--- src/rtl/stereo_capture_buffer.sv ---
`timescale 1ns/1ps
`default_nettype none
// +----------------------------------------------------------------------------+
// | Module      : stereo_capture_buffer                                        |
// | Description : Captures one left and one right greyscale frame from two     |
// |               byte-wide pixel streams and serves them by combinational     |
// |               lookup. Optional macro TEST_PATTERN_EN adds test_mode.       |
// | Revision    : 1.0 - initial release                                        |
// +----------------------------------------------------------------------------+
module stereo_capture_buffer #(
  parameter int IMG_W    = 20,
  parameter int IMG_H    = 7,
  parameter int TP_SHIFT = 3
) (
  input  logic       clk,
  input  logic       reset_n,
  input  logic       start,
  input  logic       left_valid,
  input  logic       left_sof,
  input  logic [7:0] left_data,
  input  logic       right_valid,
  input  logic       right_sof,
  input  logic [7:0] right_data,
  input  logic [9:0] buffer_href,
  input  logic [9:0] buffer_vref,
  input  logic       image_sel,
`ifdef TEST_PATTERN_EN
  input  logic       test_mode,
`endif
  output logic [7:0] image_data,
  output logic       buffer_ready,
  output logic       busy,
  output logic       resync_err,
  output logic [7:0] frame_count
);

  localparam int CW = (IMG_W > 1) ? $clog2(IMG_W) : 1;
  localparam int RW = (IMG_H > 1) ? $clog2(IMG_H) : 1;
  localparam logic [CW-1:0] LAST_COL = CW'(IMG_W - 1);
  localparam logic [RW-1:0] LAST_ROW = RW'(IMG_H - 1);

  localparam logic [1:0] ST_IDLE     = 2'd0;
  localparam logic [1:0] ST_WAIT_SOF = 2'd1;
  localparam logic [1:0] ST_CAPTURE  = 2'd2;
  localparam logic [1:0] ST_READY    = 2'd3;

  logic [1:0]  state_q, state_d;
  logic        resync_err_q, resync_err_d;
  logic [7:0]  frame_count_q, frame_count_d;
  logic        capturing;
  logic        addr_ok;
  logic        tp_mode;
  logic [1:0]  side_wr;
  logic [1:0]  side_done;
  logic [1:0]  side_resync;
  logic [15:0] side_rd;

`ifdef TEST_PATTERN_EN
  assign tp_mode = test_mode;
`else
  assign tp_mode = 1'b0;
`endif

  assign capturing = (state_q == ST_WAIT_SOF) || (state_q == ST_CAPTURE);
  assign addr_ok   = (buffer_href < 10'(IMG_W)) && (buffer_vref < 10'(IMG_H));

  // Index 0 is the left camera, index 1 the right camera.
  for (genvar s = 0; s < 2; s++) begin : g_side
    localparam int SHIFT = (s == 1) ? TP_SHIFT : 0;

    logic          valid;
    logic          sof;
    logic [7:0]    data;
    logic [CW-1:0] col_q, col_d, wr_col;
    logic [RW-1:0] row_q, row_d, wr_row;
    logic          started_q, started_d;
    logic          done_q, done_d;
    logic          wr_en;
    logic          resync;
    logic [7:0]    pattern;
    logic [7:0]    wdata;
    logic [7:0]    mem [0:IMG_W-1][0:IMG_H-1];

    assign valid = (s == 0) ? left_valid : right_valid;
    assign sof   = (s == 0) ? left_sof   : right_sof;
    assign data  = (s == 0) ? left_data  : right_data;

    assign pattern = 8'((4 * (int'(wr_col) + SHIFT)) + int'(wr_row));
    assign wdata   = tp_mode ? pattern : data;

    // An SOF beat always lands at (0,0); on a started side it is a resync.
    always_comb begin
      col_d     = col_q;
      row_d     = row_q;
      started_d = started_q;
      done_d    = done_q;
      wr_en     = 1'b0;
      resync    = 1'b0;
      wr_col    = col_q;
      wr_row    = row_q;
      if (start) begin
        col_d     = '0;
        row_d     = '0;
        started_d = 1'b0;
        done_d    = 1'b0;
      end else if (capturing && valid && !done_q && (sof || started_q)) begin
        wr_en     = 1'b1;
        started_d = 1'b1;
        if (sof) begin
          wr_col = '0;
          wr_row = '0;
          resync = started_q;
        end
        if (wr_col == LAST_COL) begin
          col_d = '0;
          if (wr_row == LAST_ROW) begin
            done_d = 1'b1;
          end else begin
            row_d = wr_row + 1'b1;
          end
        end else begin
          col_d = wr_col + 1'b1;
          row_d = wr_row;
        end
      end
    end

    always_ff @(posedge clk or negedge reset_n) begin
      if (!reset_n) begin
        col_q     <= '0;
        row_q     <= '0;
        started_q <= 1'b0;
        done_q    <= 1'b0;
      end else begin
        col_q     <= col_d;
        row_q     <= row_d;
        started_q <= started_d;
        done_q    <= done_d;
      end
    end

    always_ff @(posedge clk) begin
      if (wr_en) begin
        mem[wr_col][wr_row] <= wdata;
      end
    end

    // Out-of-range addresses are masked to zero at the output mux.
    assign side_rd[8*s +: 8] = mem[buffer_href[CW-1:0]][buffer_vref[RW-1:0]];
    assign side_wr[s]        = wr_en;
    assign side_done[s]      = done_q;
    assign side_resync[s]    = resync;
  end

  always_comb begin
    state_d = state_q;
    if (start) begin
      state_d = ST_WAIT_SOF;
    end else begin
      case (state_q)
        ST_WAIT_SOF: if (|side_wr) state_d = ST_CAPTURE;
        ST_CAPTURE:  if (&side_done) state_d = ST_READY;
        default:     state_d = state_q;
      endcase
    end
  end

  always_comb begin
    resync_err_d  = resync_err_q | (|side_resync);
    frame_count_d = frame_count_q;
    if ((state_d == ST_READY) && (state_q != ST_READY)) begin
      frame_count_d = frame_count_q + 8'd1;
    end
  end

  always_ff @(posedge clk or negedge reset_n) begin
    if (!reset_n) begin
      state_q       <= ST_IDLE;
      resync_err_q  <= 1'b0;
      frame_count_q <= 8'd0;
    end else begin
      state_q       <= state_d;
      resync_err_q  <= resync_err_d;
      frame_count_q <= frame_count_d;
    end
  end

  assign image_data   = addr_ok ? (image_sel ? side_rd[15:8] : side_rd[7:0]) : 8'h00;
  assign buffer_ready = (state_q == ST_READY);
  assign busy         = capturing;
  assign resync_err   = resync_err_q;
  assign frame_count  = frame_count_q;

endmodule
`default_nettype wire
--- config.mk ---
export PLATFORM = sky130hd
export DESIGN_NAME = stereo_capture_buffer
export DESIGN_NICKNAME = d
export VERILOG_FILES = /design/src/rtl/stereo_capture_buffer.sv
export SDC_FILE = /design/constraint.sdc
export NUM_CORES = 2
export LEC_CHECK = 0
export CORE_MARGIN = 10
export CORE_UTILIZATION = 40
export CTS_CLUSTER_SIZE = 14
export DETAILED_ROUTE_END_ITERATION = 16
export SYNTH_ARGS = -nofsm -noshare
export SYNTH_HDL_FRONTEND = slang
export SYNTH_SLANG_ARGS = --single-unit
export TNS_END_PERCENT = 1
--- constraint.sdc ---
create_clock -name clk -period 8.3 [get_ports clk]
set_clock_uncertainty 0.15 [all_clocks]
set_input_delay 1.66 -clock clk [delete_from_list [all_inputs] [get_ports clk]]
set_output_delay 1.66 -clock clk [all_outputs]
set_load 0.02 [all_outputs]
* Word level (Yosys, flattened, before mapping) *
Memory sizes are Yosys's and may differ from the RTL's.
Cells that the tools add are included.
W data, S select, Z words.

storage, ports and cells
  memories = 2
  input port bits = 44
  memory bits (writable) = 2,240
  word-level logic and storage cells = 144
  output and inout port bits = 19
  bits in registers = 31

operators by class
  $add $sub $neg = 5
  equality and inequality tests = 11
  bitwise logic cells = 4
  order comparisons = 7
  reduce and logical (&&, ||, !) cells = 28
  muxes and demuxes = 76

memories
  name           depth  width  rd ports  clocked after memory_dff  wr ports  RTL line  text
  g_side[0].mem  20     56     1         0                         1         82        logic [7:0] mem [0:IMG_W-1][0:IMG_H-1];
  g_side[1].mem  20     56     1         0                         1         82

operator list
  kind                   count
  $mux W56               2
  $mux W5                16
  $mux W8                8
  $mux W3                18
  $bmux W8 S3            2
  $demux W8 S3           2
  $mux W1                24
  $ge A4 B4 Y1 const B   3
  $not A3 Y4             3
  $reduce_bool A2 Y1     6
  $add A5 B1 Y5 const B  2
  $eq A5 B5 Y1 const B   2
  $logic_and A1 B1 Y1    10
  $lt A10 B3 Y1 const B  1
  $lt A10 B5 Y1 const B  1
  $add A8 B1 Y8 const B  1
  $lt A4 B1 Y1 const B   2
  $add A3 B1 Y3 const B  2
  $eq A2 B2 Y1 const B   3
  $eq A3 B3 Y1 const B   2
  $mux W2                3
  $ne A3 B3 Y1 const B   2
  $reduce_and A2 Y1      3
  $reduce_and A3 Y1      2
  7 further kinds        11

* Depth between registers and ports, before layout *
  word-level depth = 15
  mapped depth = 13
  mapped depth without buffers = 9

* Worst setup path before layout *
OpenSTA, ideal clock, no wires.

  kind = input port to output port
  start point = input buffer_href[0]
  end point = output image_data[6]
  arrival = 3,856 ps
  data required time = 6,490 ps
  slack = 2,634 ps
  stages on the path = 9
  path buffers = 3
  path through = buf_6 buf_8 buf_12 clkinv_1 mux2i_1 a2111oi_0 a2111oi_0 or4_1 a211oi_1

on the way
  word-level cells in the longest chain between the ends = 6
  elaborated cells on any way between the ends = 12
  those cells by class = order compare: 1; mux: 8; reduce/logical: 1; memory: 2

RTL lines
  item                                         RTL line  text
  start: declaration                           24        input logic [9:0] buffer_href,
  $mem_v2 Z20 W56                              -
  $bmux W8 S3                                  149       assign side_rd[8*s +: 8] = mem[buffer_href[CW-1:0]][buffer_vref[RW-1:0]];
  $mux W8 (implied by the code) (2 in series)  149
  $mux W8                                      188       assign image_data = addr_ok ? (image_sel ? side_rd[15:8] : side_rd[7:0]) : 8'h00;
  $mux W8 *                                    188
  end: declaration                             30        output logic [7:0] image_data,

Mark *: on every way between the ends. The rest lies on a longest branch, timed or not. The select of a mux whose other input is x is not followed.

* Worst setup path after layout *
Ends and elaborated chain as after synthesis.

==> impl_metrics.env <==
export IMPL_switching_share_pct=22.7
export IMPL_nFillCells=19000
export IMPL_grt_use_met3_pct=5.25
export IMPL_synth_yosys_warnings=0
export IMPL_cts_tree="yes"
export IMPL_synth_ff_type="edfxtp_1"
export IMPL_final_hold_viol_count=0
export IMPL_finalSetupTns_ns=0
export IMPL_grt_max_degree=97
export IMPL_yosysUniqueCellTypes=92
export IMPL_antenna_found_initial=4
export IMPL_rows=174
export IMPL_drive_gt1_share_pct=18.1
export IMPL_critPathMaxFanout=56
export IMPL_grt_usage_pct=22.4
export IMPL_grt_busiest_layer="met2"
export IMPL_synthTopCellsByCount="edfxtp_1, nor2_1, mux2i_1"
export IMPL_ys_async_sr_fraction_pct=1.37
export IMPL_ioPinCount=63
export IMPL_tightest_slew_ns=1.44
export IMPL_vdd_drop_max_v=0.000211
export IMPL_fin_nets=4970
export IMPL_required_ns=6.49
export IMPL_cts_root_buf="clkbuf_16"
export IMPL_syn_num_nets=4770
export IMPL_p_seq_share_pct=52.6
export IMPL_critPathCaptureType="primary output"
export IMPL_clock_latency_ns=0.86
export IMPL_overflow=0
export IMPL_grt_first_pass_wirelength_um=390000
export IMPL_p_comb_share_pct=6.2
export IMPL_startpoint_type="input port"
export IMPL_critPathKind="in2out"
export IMPL_syn_inst=4715
export IMPL_dp_slack_ns=0.747
export IMPL_vias=49500
export IMPL_p_sw_uw=5470
export IMPL_finish_utilization_pct=45.2
export IMPL_holdBufCountCts=0
export IMPL_ctsHtreeMaxLevel=4
export IMPL_intPower_uw=18600
export IMPL_grt_pass1_vias=48500
export IMPL_worst_slack_ns=0.669
export IMPL_cts_sinks=2271
export IMPL_grt_use_met2_pct=34.7
export IMPL_globalplace_congestion=0.913
export IMPL_synth_edf_count=2240
export IMPL_avgSynthCellArea_um2=19.2
export IMPL_timing_final_crit_share_pct=91.9
export IMPL_die_w_um=495
export IMPL_synth_seq_area_share_pct=75.2
export IMPL_netlist_area_um2=90400
export IMPL_final_cells=8100
export IMPL_setup_violations=0
export IMPL_clkSlewWorstSetupHoldPaths_ns=0.06
export IMPL_dp_hpwl_um=180000
export IMPL_p_clk_share_pct=41.3
export IMPL_dieArea_um2=245000
export IMPL_portBuffers=62
export IMPL_ant_nets=0
export IMPL_totalWireLength_um=280000
export IMPL_synth_top_cells_by_area="edfxtp_1, mux4_2, mux2i_1"
export IMPL_coreArea_um2=225000
export IMPL_arrival_ns=5.82
export IMPL_p_leak_uw=0.0324
export IMPL_ctsLongestPathBuffers=3
export IMPL_post_synth_top_count_cell="edfxtp_1"
export IMPL_fmax_mhz=131
export IMPL_dr_pass1_iters=8
export IMPL_placed_cells=7686
export IMPL_die_height_um=495
export IMPL_yosys_register_bits=2271
export IMPL_synth_top_area_cell="edfxtp_1"
export IMPL_synth_top_area_share_pct=74.4
export IMPL_post_drt_via_cell_ratio=6.12
export IMPL_syn_to_final_growth_pct=12.3
export IMPL_grt_util_met1_pct=30.0
export IMPL_numCtsBuffers=219
export IMPL_postCtsSetupRepairBufs=0
export IMPL_dr_first_iter_drc_count=6967
export IMPL_rsz0062_at_grt="no"
export IMPL_wl_per_cell_um=34.6
export IMPL_cts_resized=0
export IMPL_period_needed_ns=7.63
export IMPL_start_util_pct=40.2
export IMPL_route_detailed_drc=0
export IMPL_min_delay_path_class="reg2reg"
export IMPL_p_per_area_nw_per_um2=237
export IMPL_drv_cap=0
export IMPL_maxSlewViolCount=0
export IMPL_outcome="finished clean"
export IMPL_slew_headroom_pct=3.61
[final cells by class]
| cell class | count | area (um2) | share of cell area (%) |
|---|---|---|---|
| Multi-Input combinational cell | 2137 | 20300 | 19.9 |
| Clock buffer | 270 | 5690 | 5.60 |
| Clock inverter | 139 | 1390 | 1.37 |
| Tap cell | 2992 | 3740 | 3.69 |
| Antenna cell | 5 | 12.5 | 0.0123 |
| Inverter | 25 | 97.6 | 0.0961 |
| Timing Repair Buffer | 261 | 2340 | 2.30 |
| Sequential cell | 2271 | 68000 | 67.0 |
[cell usage in the layout (no fill, tap or decap), types with 12 or more instances in the layout]
master,count
a211oi_1,26
a21oi_1,79
a221oi_1,45
a22o_1,12
a22oi_1,86
a31oi_1,29
and3_1,15
buf_12,24
buf_4,201
bufinv_16,21
clkbuf_1,50
clkbuf_16,220
clkdlybuf4s50_1,29
clkinv_1,55
clkinv_2,42
dfrtp_1,31
edfxtp_1,2240
inv_1,21
mux2_2,18
mux2i_1,369
mux4_1,44
mux4_2,330
nand2_1,194
nand3_1,49
nand4_1,37
nor2_1,377
nor2b_1,23
nor3_1,16
o211ai_1,13
o21ai_0,105
o221ai_1,19
o22ai_1,53
[registers in the layout, indices dropped and copies added, names as in the netlist]
signal and flops:
g_side.started_q 2, resync_err 1, state_q 2, g_side.done_q 2, g_side.col_q 10, g_side.row_q 6, frame_count 8, g_side.mem 2240
[through the flow]
step | power, uW | area (um2) | hold slack, ns
after floorplan | 13600 | 90400 | 0.323
after global placement | 14300 | 94500 | 0.304
after detailed placement | 14400 | 94500 | 0.311
after CTS | 24100 | 102000 | 0.323
after global routing | 24700 | 102000 | 0.336
final | 24100 | 102000 | 0.323
[power groups by stage]
stage	Combinational (uW)	Sequential, uW	Clock (uW)
3_5_place_dp	1460	12900	0
3_3_place_gp	1440	12900	0
2_1_floorplan	736	12900	0
6_report	1490	12700	9940
4_1_cts	1460	12700	10000
5_1_grt	1530	12700	10500
[critical path, stage by stage]
cell and delay [ns]:
buf_8 0.50, buf_4 0.51, mux4_1 0.61, o2111ai_1 0.36, a31oi_1 0.13, a2111oi_0 0.97
or4_1 0.46, a211oi_1 0.12, buf_4 0.21, buf_4 0.16
[final timing paths]
kind	from	end	slack, ns	depth (start not counted)
hold reg to reg	frame_count[7]	frame_count[7]	0.32	1
setup / recovery	buffer_href[0]	image_data[6]	0.67	10
setup reg to reg	state_q[0]	g_side[0].mem[17][19]	2.85	7
max in group asynchronous	reset_n	g_side[1].col_q[4]	6.73	1
min in group asynchronous	reset_n	g_side[1].started_q	0.74	1
hold / removal	frame_count[7]	frame_count[7]	0.32	1
[layer usage]
metal,wire [um],share of wire (%)
met5,0,0
met1,107000,38
met3,28600,10
met2,129000,46
met4,15500,5.5
[logic make-up (layout without fill, tap and decap cells)]
group / after synthesis / count (layout) / share of synthesized area, %
AOI/OAI and AO/OA: 571 / 571 / 4.36
buffers and inverters: 307 / 695 / 2.49
xor gates and xnor gates: 7 / 7 / 0.0678
other: 0 / 5 / 0
DFF: 2271 / 2271 / 75.2
muxes: 761 / 761 / 13.8
and+or+nand+nor: 787 / 787 / 3.88
adders and majority gates: 11 / 11 / 0.152
(Power assumes the default switching activity.)
